===== src/rtl/cam_pkg.sv =====
// Shared widths and enumerations for the CAM sequencer/arbiter.
package cam_pkg;

  localparam int CAM_DW    = 7;
  localparam int CAM_DEPTH = 16;
  localparam int CAM_IW    = 4;

  typedef enum logic [2:0] {
    INIT,
    IDLE,
    WRITE,
    SEARCH,
    WAIT,
    RESP
  } state_t;

  typedef enum logic {
    REQ_WR,
    REQ_SR
  } req_t;

endpackage


===== src/rtl/cam_prio_enc.sv =====
// Lowest-index priority encoder with any/multi flags over a match vector.
module cam_prio_enc #(
  parameter int DEPTH = 16,
  parameter int IW    = 4
) (
  input  logic [DEPTH-1:0] vec,
  output logic [IW-1:0]    idx,
  output logic             any,
  output logic             multi
);

  always_comb begin
    idx = '0;
    // Scan downward so the lowest set bit is the last one assigned.
    for (int i = DEPTH - 1; i >= 0; i--) begin
      if (vec[i]) idx = IW'(i);
    end
  end

  assign any   = |vec;
  assign multi = |(vec & (vec - DEPTH'(1)));

endmodule


===== src/rtl/cam_ctrl.sv =====
// Sequencer and round-robin arbiter in front of a 16x7 CAM.
// Optional write deduplication is enabled with `define CAM_CTRL_DEDUP_EN.
//
// state  | meaning
// INIT   | CAM reset held low for two clocks after rst
// IDLE   | arbitrate write/search requesters
// WRITE  | cam_we pulse, advance write pointer and valid mask
// SEARCH | key on cam_content, CAM compares this cycle
// WAIT   | cam_found valid, capture masked result
// RESP   | hold result until rsp_ready
module cam_ctrl
  import cam_pkg::*;
#(
  parameter int DW    = CAM_DW,
  parameter int DEPTH = CAM_DEPTH,
  parameter int IW    = CAM_IW
) (
  input  logic             clk,
  input  logic             rst,
  input  logic             wr_valid,
  output logic             wr_ready,
  input  logic [DW-1:0]    wr_data,
  output logic             wr_dup,
  input  logic             sr_valid,
  output logic             sr_ready,
  input  logic [DW-1:0]    sr_key,
  output logic             rsp_valid,
  input  logic             rsp_ready,
  output logic             rsp_hit,
  output logic             rsp_multi,
  output logic [IW-1:0]    rsp_index,
  output logic [DEPTH-1:0] rsp_mask,
  output logic             cam_rst_n,
  output logic             cam_we,
  output logic [DW-1:0]    cam_content,
  input  logic [DEPTH-1:0] cam_found,
  output logic [IW:0]      occupancy
);

  state_t           state;
  req_t             rr_last;
  logic [DEPTH-1:0] wr_ptr;
  logic [DEPTH-1:0] valid_mask;
  logic             init_cnt;
  logic             grant_wr;
  logic             grant_sr;
  logic [DEPTH-1:0] masked;
  logic [IW-1:0]    enc_idx;
  logic             enc_any;
  logic             enc_multi;

`ifdef CAM_CTRL_DEDUP_EN
  logic             dedup_op;
`endif

  always_comb begin
    grant_wr = 1'b0;
    grant_sr = 1'b0;
    if (state == IDLE) begin
      if (wr_valid && sr_valid) begin
        if (rr_last == REQ_SR) grant_wr = 1'b1;
        else                   grant_sr = 1'b1;
      end else if (wr_valid) begin
        grant_wr = 1'b1;
      end else if (sr_valid) begin
        grant_sr = 1'b1;
      end
    end
  end

  assign wr_ready = grant_wr;
  assign sr_ready = grant_sr;

  // Entries never written still hold the CAM's reset value and must not match.
  assign masked = cam_found & valid_mask;

  cam_prio_enc #(
    .DEPTH (DEPTH),
    .IW    (IW)
  ) u_prio_enc (
    .vec   (masked),
    .idx   (enc_idx),
    .any   (enc_any),
    .multi (enc_multi)
  );

`ifndef CAM_CTRL_DEDUP_EN
  assign wr_dup = 1'b0;
`endif

  always_ff @(posedge clk or posedge rst) begin
    if (rst) begin
      state       <= INIT;
      rr_last     <= REQ_SR;
      wr_ptr      <= DEPTH'(1);
      valid_mask  <= '0;
      occupancy   <= '0;
      init_cnt    <= 1'b1;
      cam_rst_n   <= 1'b0;
      cam_we      <= 1'b0;
      cam_content <= '0;
      rsp_valid   <= 1'b0;
      rsp_hit     <= 1'b0;
      rsp_multi   <= 1'b0;
      rsp_index   <= '0;
      rsp_mask    <= '0;
`ifdef CAM_CTRL_DEDUP_EN
      dedup_op    <= 1'b0;
      wr_dup      <= 1'b0;
`endif
    end else begin
`ifdef CAM_CTRL_DEDUP_EN
      wr_dup <= 1'b0;
`endif
      case (state)
        INIT: begin
          cam_we      <= 1'b0;
          cam_content <= '0;
          if (init_cnt == 1'b0) begin
            cam_rst_n <= 1'b1;
            state     <= IDLE;
          end else begin
            init_cnt <= 1'b0;
          end
        end

        IDLE: begin
          if (grant_wr) begin
            cam_content <= wr_data;
            if (sr_valid) rr_last <= REQ_WR;
`ifdef CAM_CTRL_DEDUP_EN
            dedup_op <= 1'b1;
            state    <= SEARCH;
`else
            cam_we <= 1'b1;
            state  <= WRITE;
`endif
          end else if (grant_sr) begin
            cam_content <= sr_key;
            if (wr_valid) rr_last <= REQ_SR;
`ifdef CAM_CTRL_DEDUP_EN
            dedup_op <= 1'b0;
`endif
            state <= SEARCH;
          end
        end

        WRITE: begin
          cam_we      <= 1'b0;
          cam_content <= '0;
          valid_mask  <= valid_mask | wr_ptr;
          wr_ptr      <= {wr_ptr[DEPTH-2:0], wr_ptr[DEPTH-1]};
          if (occupancy != (IW+1)'(DEPTH)) occupancy <= occupancy + 1'b1;
          state       <= IDLE;
        end

        SEARCH: begin
          state <= WAIT;
        end

        WAIT: begin
`ifdef CAM_CTRL_DEDUP_EN
          if (dedup_op) begin
            if (enc_any) begin
              wr_dup      <= 1'b1;
              cam_content <= '0;
              state       <= IDLE;
            end else begin
              cam_we <= 1'b1;
              state  <= WRITE;
            end
          end else begin
`else
          begin
`endif
            rsp_mask    <= masked;
            rsp_hit     <= enc_any;
            rsp_multi   <= enc_multi;
            rsp_index   <= enc_idx;
            rsp_valid   <= 1'b1;
            cam_content <= '0;
            state       <= RESP;
          end
        end

        RESP: begin
          if (rsp_ready) begin
            rsp_valid <= 1'b0;
            state     <= IDLE;
          end
        end

        default: state <= INIT;
      endcase
    end
  end

endmodule


===== config.mk =====
export PLATFORM = sky130hd
export DESIGN_NAME = cam_ctrl
export DESIGN_NICKNAME = d
export VERILOG_FILES = /design/src/rtl/cam_pkg.sv /design/src/rtl/cam_prio_enc.sv /design/src/rtl/cam_ctrl.sv
export SDC_FILE = /design/constraint.sdc
export NUM_CORES = 1
export LEC_CHECK = 0
export BUFFER_PORTS_ARGS = -buffer_cell sky130_fd_sc_hd__buf_2
export CAP_MARGIN = 40
export CELL_PAD_IN_SITES_DETAIL_PLACEMENT = 1
export CELL_PAD_IN_SITES_GLOBAL_PLACEMENT = 2
export CORE_UTILIZATION = 33
export CTS_CLUSTER_DIAMETER = 60
export CTS_CLUSTER_SIZE = 25
export DETAILED_ROUTE_END_ITERATION = 8
export PLACE_DENSITY_LB_ADDON = 0.1
export SLEW_MARGIN = 20
export SYNTH_ARGS = -nofsm -noshare
export SYNTH_HDL_FRONTEND = slang
export SYNTH_SLANG_ARGS = --single-unit

===== constraint.sdc =====
create_clock -name clk -period 3 [get_ports clk]
set_input_delay 0.6 -clock clk [delete_from_list [all_inputs] [get_ports clk]]
set_output_delay 0.6 -clock clk [all_outputs]
set_load 0.1 [all_outputs]

# Yosys cells after proc, flatten, opt, wreduce, memory -nomap -nowiden
# Index checks and enable logic that the tools add are counted.
# op_classes
n_eq_ne	11
n_bitwise	4
multipliers	0
shift	0
muxes	41
add_sub_neg	2
div	0
order_cmp	0
reduce_logical	18
# ops
op	n
$mux W4	16
$and A16 B16 Y16	2
$reduce_or A16 Y1	2
$pmux W3 S6	1
$or A16 B16 Y16	1
$sub A16 B1 Y16 const B	1
$mux W1	15
$mux W7	2
$pmux W7 S2	1
$mux W3	4
$reduce_and A2 Y1	5
$reduce_bool A2 Y1	5
$eq A3 B2 Y1 const B	2
$eq A3 B3 Y1 const B	2
$ne A2 B2 Y1 const B	3
$add A5 B1 Y5 const B	1
$ne A5 B5 Y1 const B	1
$pmux W1 S2	2
$reduce_and A4 Y1	1
$eq A3 B1 Y1 const B	1
$logic_not A3 Y1	1
$ne A3 B3 Y1 const B	1
$reduce_and A3 Y1	1
$reduce_or A3 Y1	1
4 further kinds	4
# word_totals
latch_bits	0
memories	0
inputBits	35
mem_bits_ro	0
out_inout_bits	40
elab_cells	90
ff_bits	74
mem_bits_rw	0

# Logic depth before layout (Yosys ltp)
# logic_depth
word_depth	17
mapped_depth	6
mapped_depth_nobuf	6

# Modules after synthesis
# Synthesis repeated with hierarchy kept, for this count alone.
# unflattened
hier_cells	311
area_unflattened_um2	3365.7
# modules_own_cells
module	seq_area_each_um2	cells_per_inst	n_inst	area_each_um2
cam_ctrl	1855.5	258	1	3042.9
cam_prio_enc	0.0	53	1	322.8

# Worst setup path after synthesis
# No wires, ideal clock.
# synth_timing
path_type	in2out
from	in sr_valid
to	out wr_ready
n_path_buf	0
t_arrival_ns	2.341
path_slack_ns	0.059
t_required_ns	2.400
stages	3
path_cell_list	inv_1 -> o21ai_2 -> nor2_1
# synth_via
elab_chain_len	3
# synth_lines
element	line	text
start: declaration	cam_ctrl.sv:24	input logic sr_valid,
$logic_and A1 B1 Y1	cam_ctrl.sv:60	if (wr_valid && sr_valid) begin
$mux W1	cam_ctrl.sv:60	
$mux W1	cam_ctrl.sv:59	if (state == IDLE) begin
end: declaration	cam_ctrl.sv:21	output logic wr_ready,
# Every way passes these cells.

# Final worst setup path
# layout_timing
from	reg state[1]
to	out sr_ready
# layout_via
elab_chain_len	2
# layout_lines
element	line	text
start: declaration	cam_ctrl.sv:40	state_t state;
start signal: assignment	cam_ctrl.sv:93	state <= INIT;
start signal: assignment	cam_ctrl.sv:121	state <= IDLE;
start signal: assignment	cam_ctrl.sv:136	state <= WRITE;
$eq A3 B1 Y1	cam_ctrl.sv:59	
$mux W1	cam_ctrl.sv:59	
end: declaration	cam_ctrl.sv:25	output logic sr_ready,
# Every way passes these cells.

==> flow_summary.yaml <==
outcome:
  status: "finished, final reports clean"
layout:
  final_common_cell: "buf_2"
  stdcell_count: 515
  fillerInstances: 1102
  drive_gt1_frac: 0.272
  syn_to_final_growth_pct: 22.6
  diodes: 0
  final_cell_mix: "buf_2, dfrtp_1, nand2_1, o21ai_1"
  fin_nets: 418
place:
  place_ws_ns: 0.654
  place.gp.congestion: 0.754
  numPortBuffers: 73
  dp_cells: 499
  dpl.hpwl_um: 5670
sta:
  setup_violations: 0
  setup_ws_ns: 0.296
  setup_tns_ns: 0
  finalCritPeriodShare: 0.901
  max_freq_mhz: 370
  worstMarginPinSlew_ns: 0.704
  rsz0062_at_grt: "no"
  skew_ns: 0.0119
  slew_headroom: 0.530
  period_needed_ns: 2.70
  finalHoldViolCount: 0
  final_max_slew_viol_count: 0
detailed_routing:
  vias: 2476
  ant_nets: 0
  drt_first_pass_iters: 4
  drc_errors: 0
  drt-initial-drc-count: 55
  wl_per_cell_um: 14.7
  wl_um: 7580
  drt-vias-per-instance: 4.81
setup_path:
  reg2reg_from: "state[1]"
  endpoint_kind: "output pin"
  start_kind: "flop"
  worstPathArrival_ns: 2.10
  r2r_cells: 6
  crit_fanout: 9
  reg2reg_setup_slack_ns: 1.22
  critPathKind: "reg2out"
  worstReg2RegEnd: "occupancy[2]"
  worstPathRequired_ns: 2.40
synthesis:
  synthArstFlopShare: 1.00
  yosysSeqAreaShare: 0.572
  yosys.area.top_type_share: 0.548
  avgSynthCellArea_um2: 10.7
  yosysTopAreaCell: "dfrtp_1"
  synthCells: 303
  ys_warn_count: 0
  netlist_area_um2: 3240
  synth_edf_count: 0
  synth_cell_types: 45
  synth_nets: 340
  ys_ff_latch: 74
  ys_dominant_reg_cell: "dfrtp_1"
  synth_area_leaders: "dfrtp_1, nand2_1, mux2_1"
global_routing:
  grtUsageTotal: 0.166
  grt_pass1_wl_um: 12900
  grt_pass1_vias: 2574
  grt_max_degree: 44
  antenna_found_initial: 0
  grt.overflow.total: 0
floorplanning:
  num_io_pins: 75
  die_area_um2: 10200
  core_um2: 9370
  rows: 35
  die_w_um: 101
  initial_utilization: 0.346
  die_h_um: 101
worst_hold_path:
  hp-class: "in2async"
clock_network:
  cts_buffer_depth: 2
  cts_root_buf: "clkbuf_8"
  clk_pin_slew_ns: 0.09
  ctsHoldBuffers: 0
  cts_sinks: 74
  cts-buffers-inserted: 9
  cts_resized: 0
  cts_max_level: 3
  tritoncts: "built"
  cts_setup_buffers: 0
  insertion_delay_ns: 0.36
power:
  static-leakage-power_nw: 2.08
  pwr_density_cell_nw_per_um2: 1150
  ir_worst_vdd_v: 0.000749
run:
  maxCapViolations: 0
-- where the power goes --
part | switching (mW) | internal [mW] | total (mW) | leakage, nW
Clock | 0.409 | 0.475 | 0.884 | 0.108
Combinational | 1.95 | 0.361 | 2.31 | 0.986
Sequential | 0.168 | 1.23 | 1.39 | 0.986
Total | 2.53 | 2.06 | 4.59 | 2.08
-- flip-flops by register name (all words and copies together), names as in the netlist --
register	count
cam_we	1
valid_mask	16
rsp_hit	1
rsp_index	4
rsp_valid	1
rsp_mask	16
cam_rst_n	1
state	3
rr_last	1
init_cnt	1
wr_ptr	16
cam_content	7
occupancy	5
rsp_multi	1
-- worst max-delay path by stage --
stage	from	end	slack [ns]	depth (start not counted)
after floorplan	sr_valid	wr_ready	0.06	3
after global placement	sr_valid	wr_ready	0.68	6
after detailed placement	sr_valid	wr_ready	0.65	6
after CTS	state[1]	sr_ready	0.29	4
after global routing	state[1]	sr_ready	0.17	4
final	state[1]	sr_ready	0.30	4
-- cells in the mapped netlist, types with 3 or more instances --
cell type,n
o21ai_1,28
nand2_1,60
nor2_1,15
nand3_1,4
dfstp_2,3
nand4_1,3
a21o_1,16
a22o_1,6
mux2_1,16
inv_1,5
dfrtp_1,71
buf_2,7
o21ai_0,5
a21oi_1,12
xnor2_1,5
buf_4,3
-- worst max-delay path, cell delays in order (launching register included) --
cell,delay [ns]
dfrtp_1,0.46
nor2_1,0.23
nand2_1,0.16
a211oi_4,0.38
buf_2,0.51
-- area by class of cell --
type	count	area, um2	share of cell area
Clock buffer	9	124	0.0312
Clock inverter	7	100	0.0252
Inverter	5	18.8	0.00472
Multi-Input combinational cell	213	1300	0.327
Sequential cell	74	1860	0.467
Tap cell	129	161	0.0406
Timing Repair Buffer	78	415	0.105
-- per-layer routing --
layer  track usage  routed length (um)
met1         0.216                3570
met2         0.265                3560
met3        0.0361                 298
met4        0.0803                 153
met5             0                   0
-- stage by stage --
step / power [mW] / utilization / hold slack [ns] / cell area [um2]
floorplan: 3.36 / - / 0.441 / 3240
global placement: 3.72 / 0.400 / 0.456 / 3750
global route: 4.81 / 0.424 / 0.411 / 3970
detailed placement: 3.75 / 0.400 / 0.451 / 3750
finish: 4.59 / 0.424 / 0.348 / 3970
CTS: 4.64 / 0.424 / 0.380 / 3970
-- cell families (layout without fill, tap and decap cells) --
family,after synthesis,in the layout,share of synthesized area
flops,74,74,0.572
buf+inv,16,99,0.0270
fa+ha+maj,4,4,0.0139
other cells,1,1,0.00116
mux,16,16,0.0556
xor+xnor,5,5,0.0135
simple gates,95,95,0.126
compound gates,92,92,0.191
(Power assumes the default switching activity.)
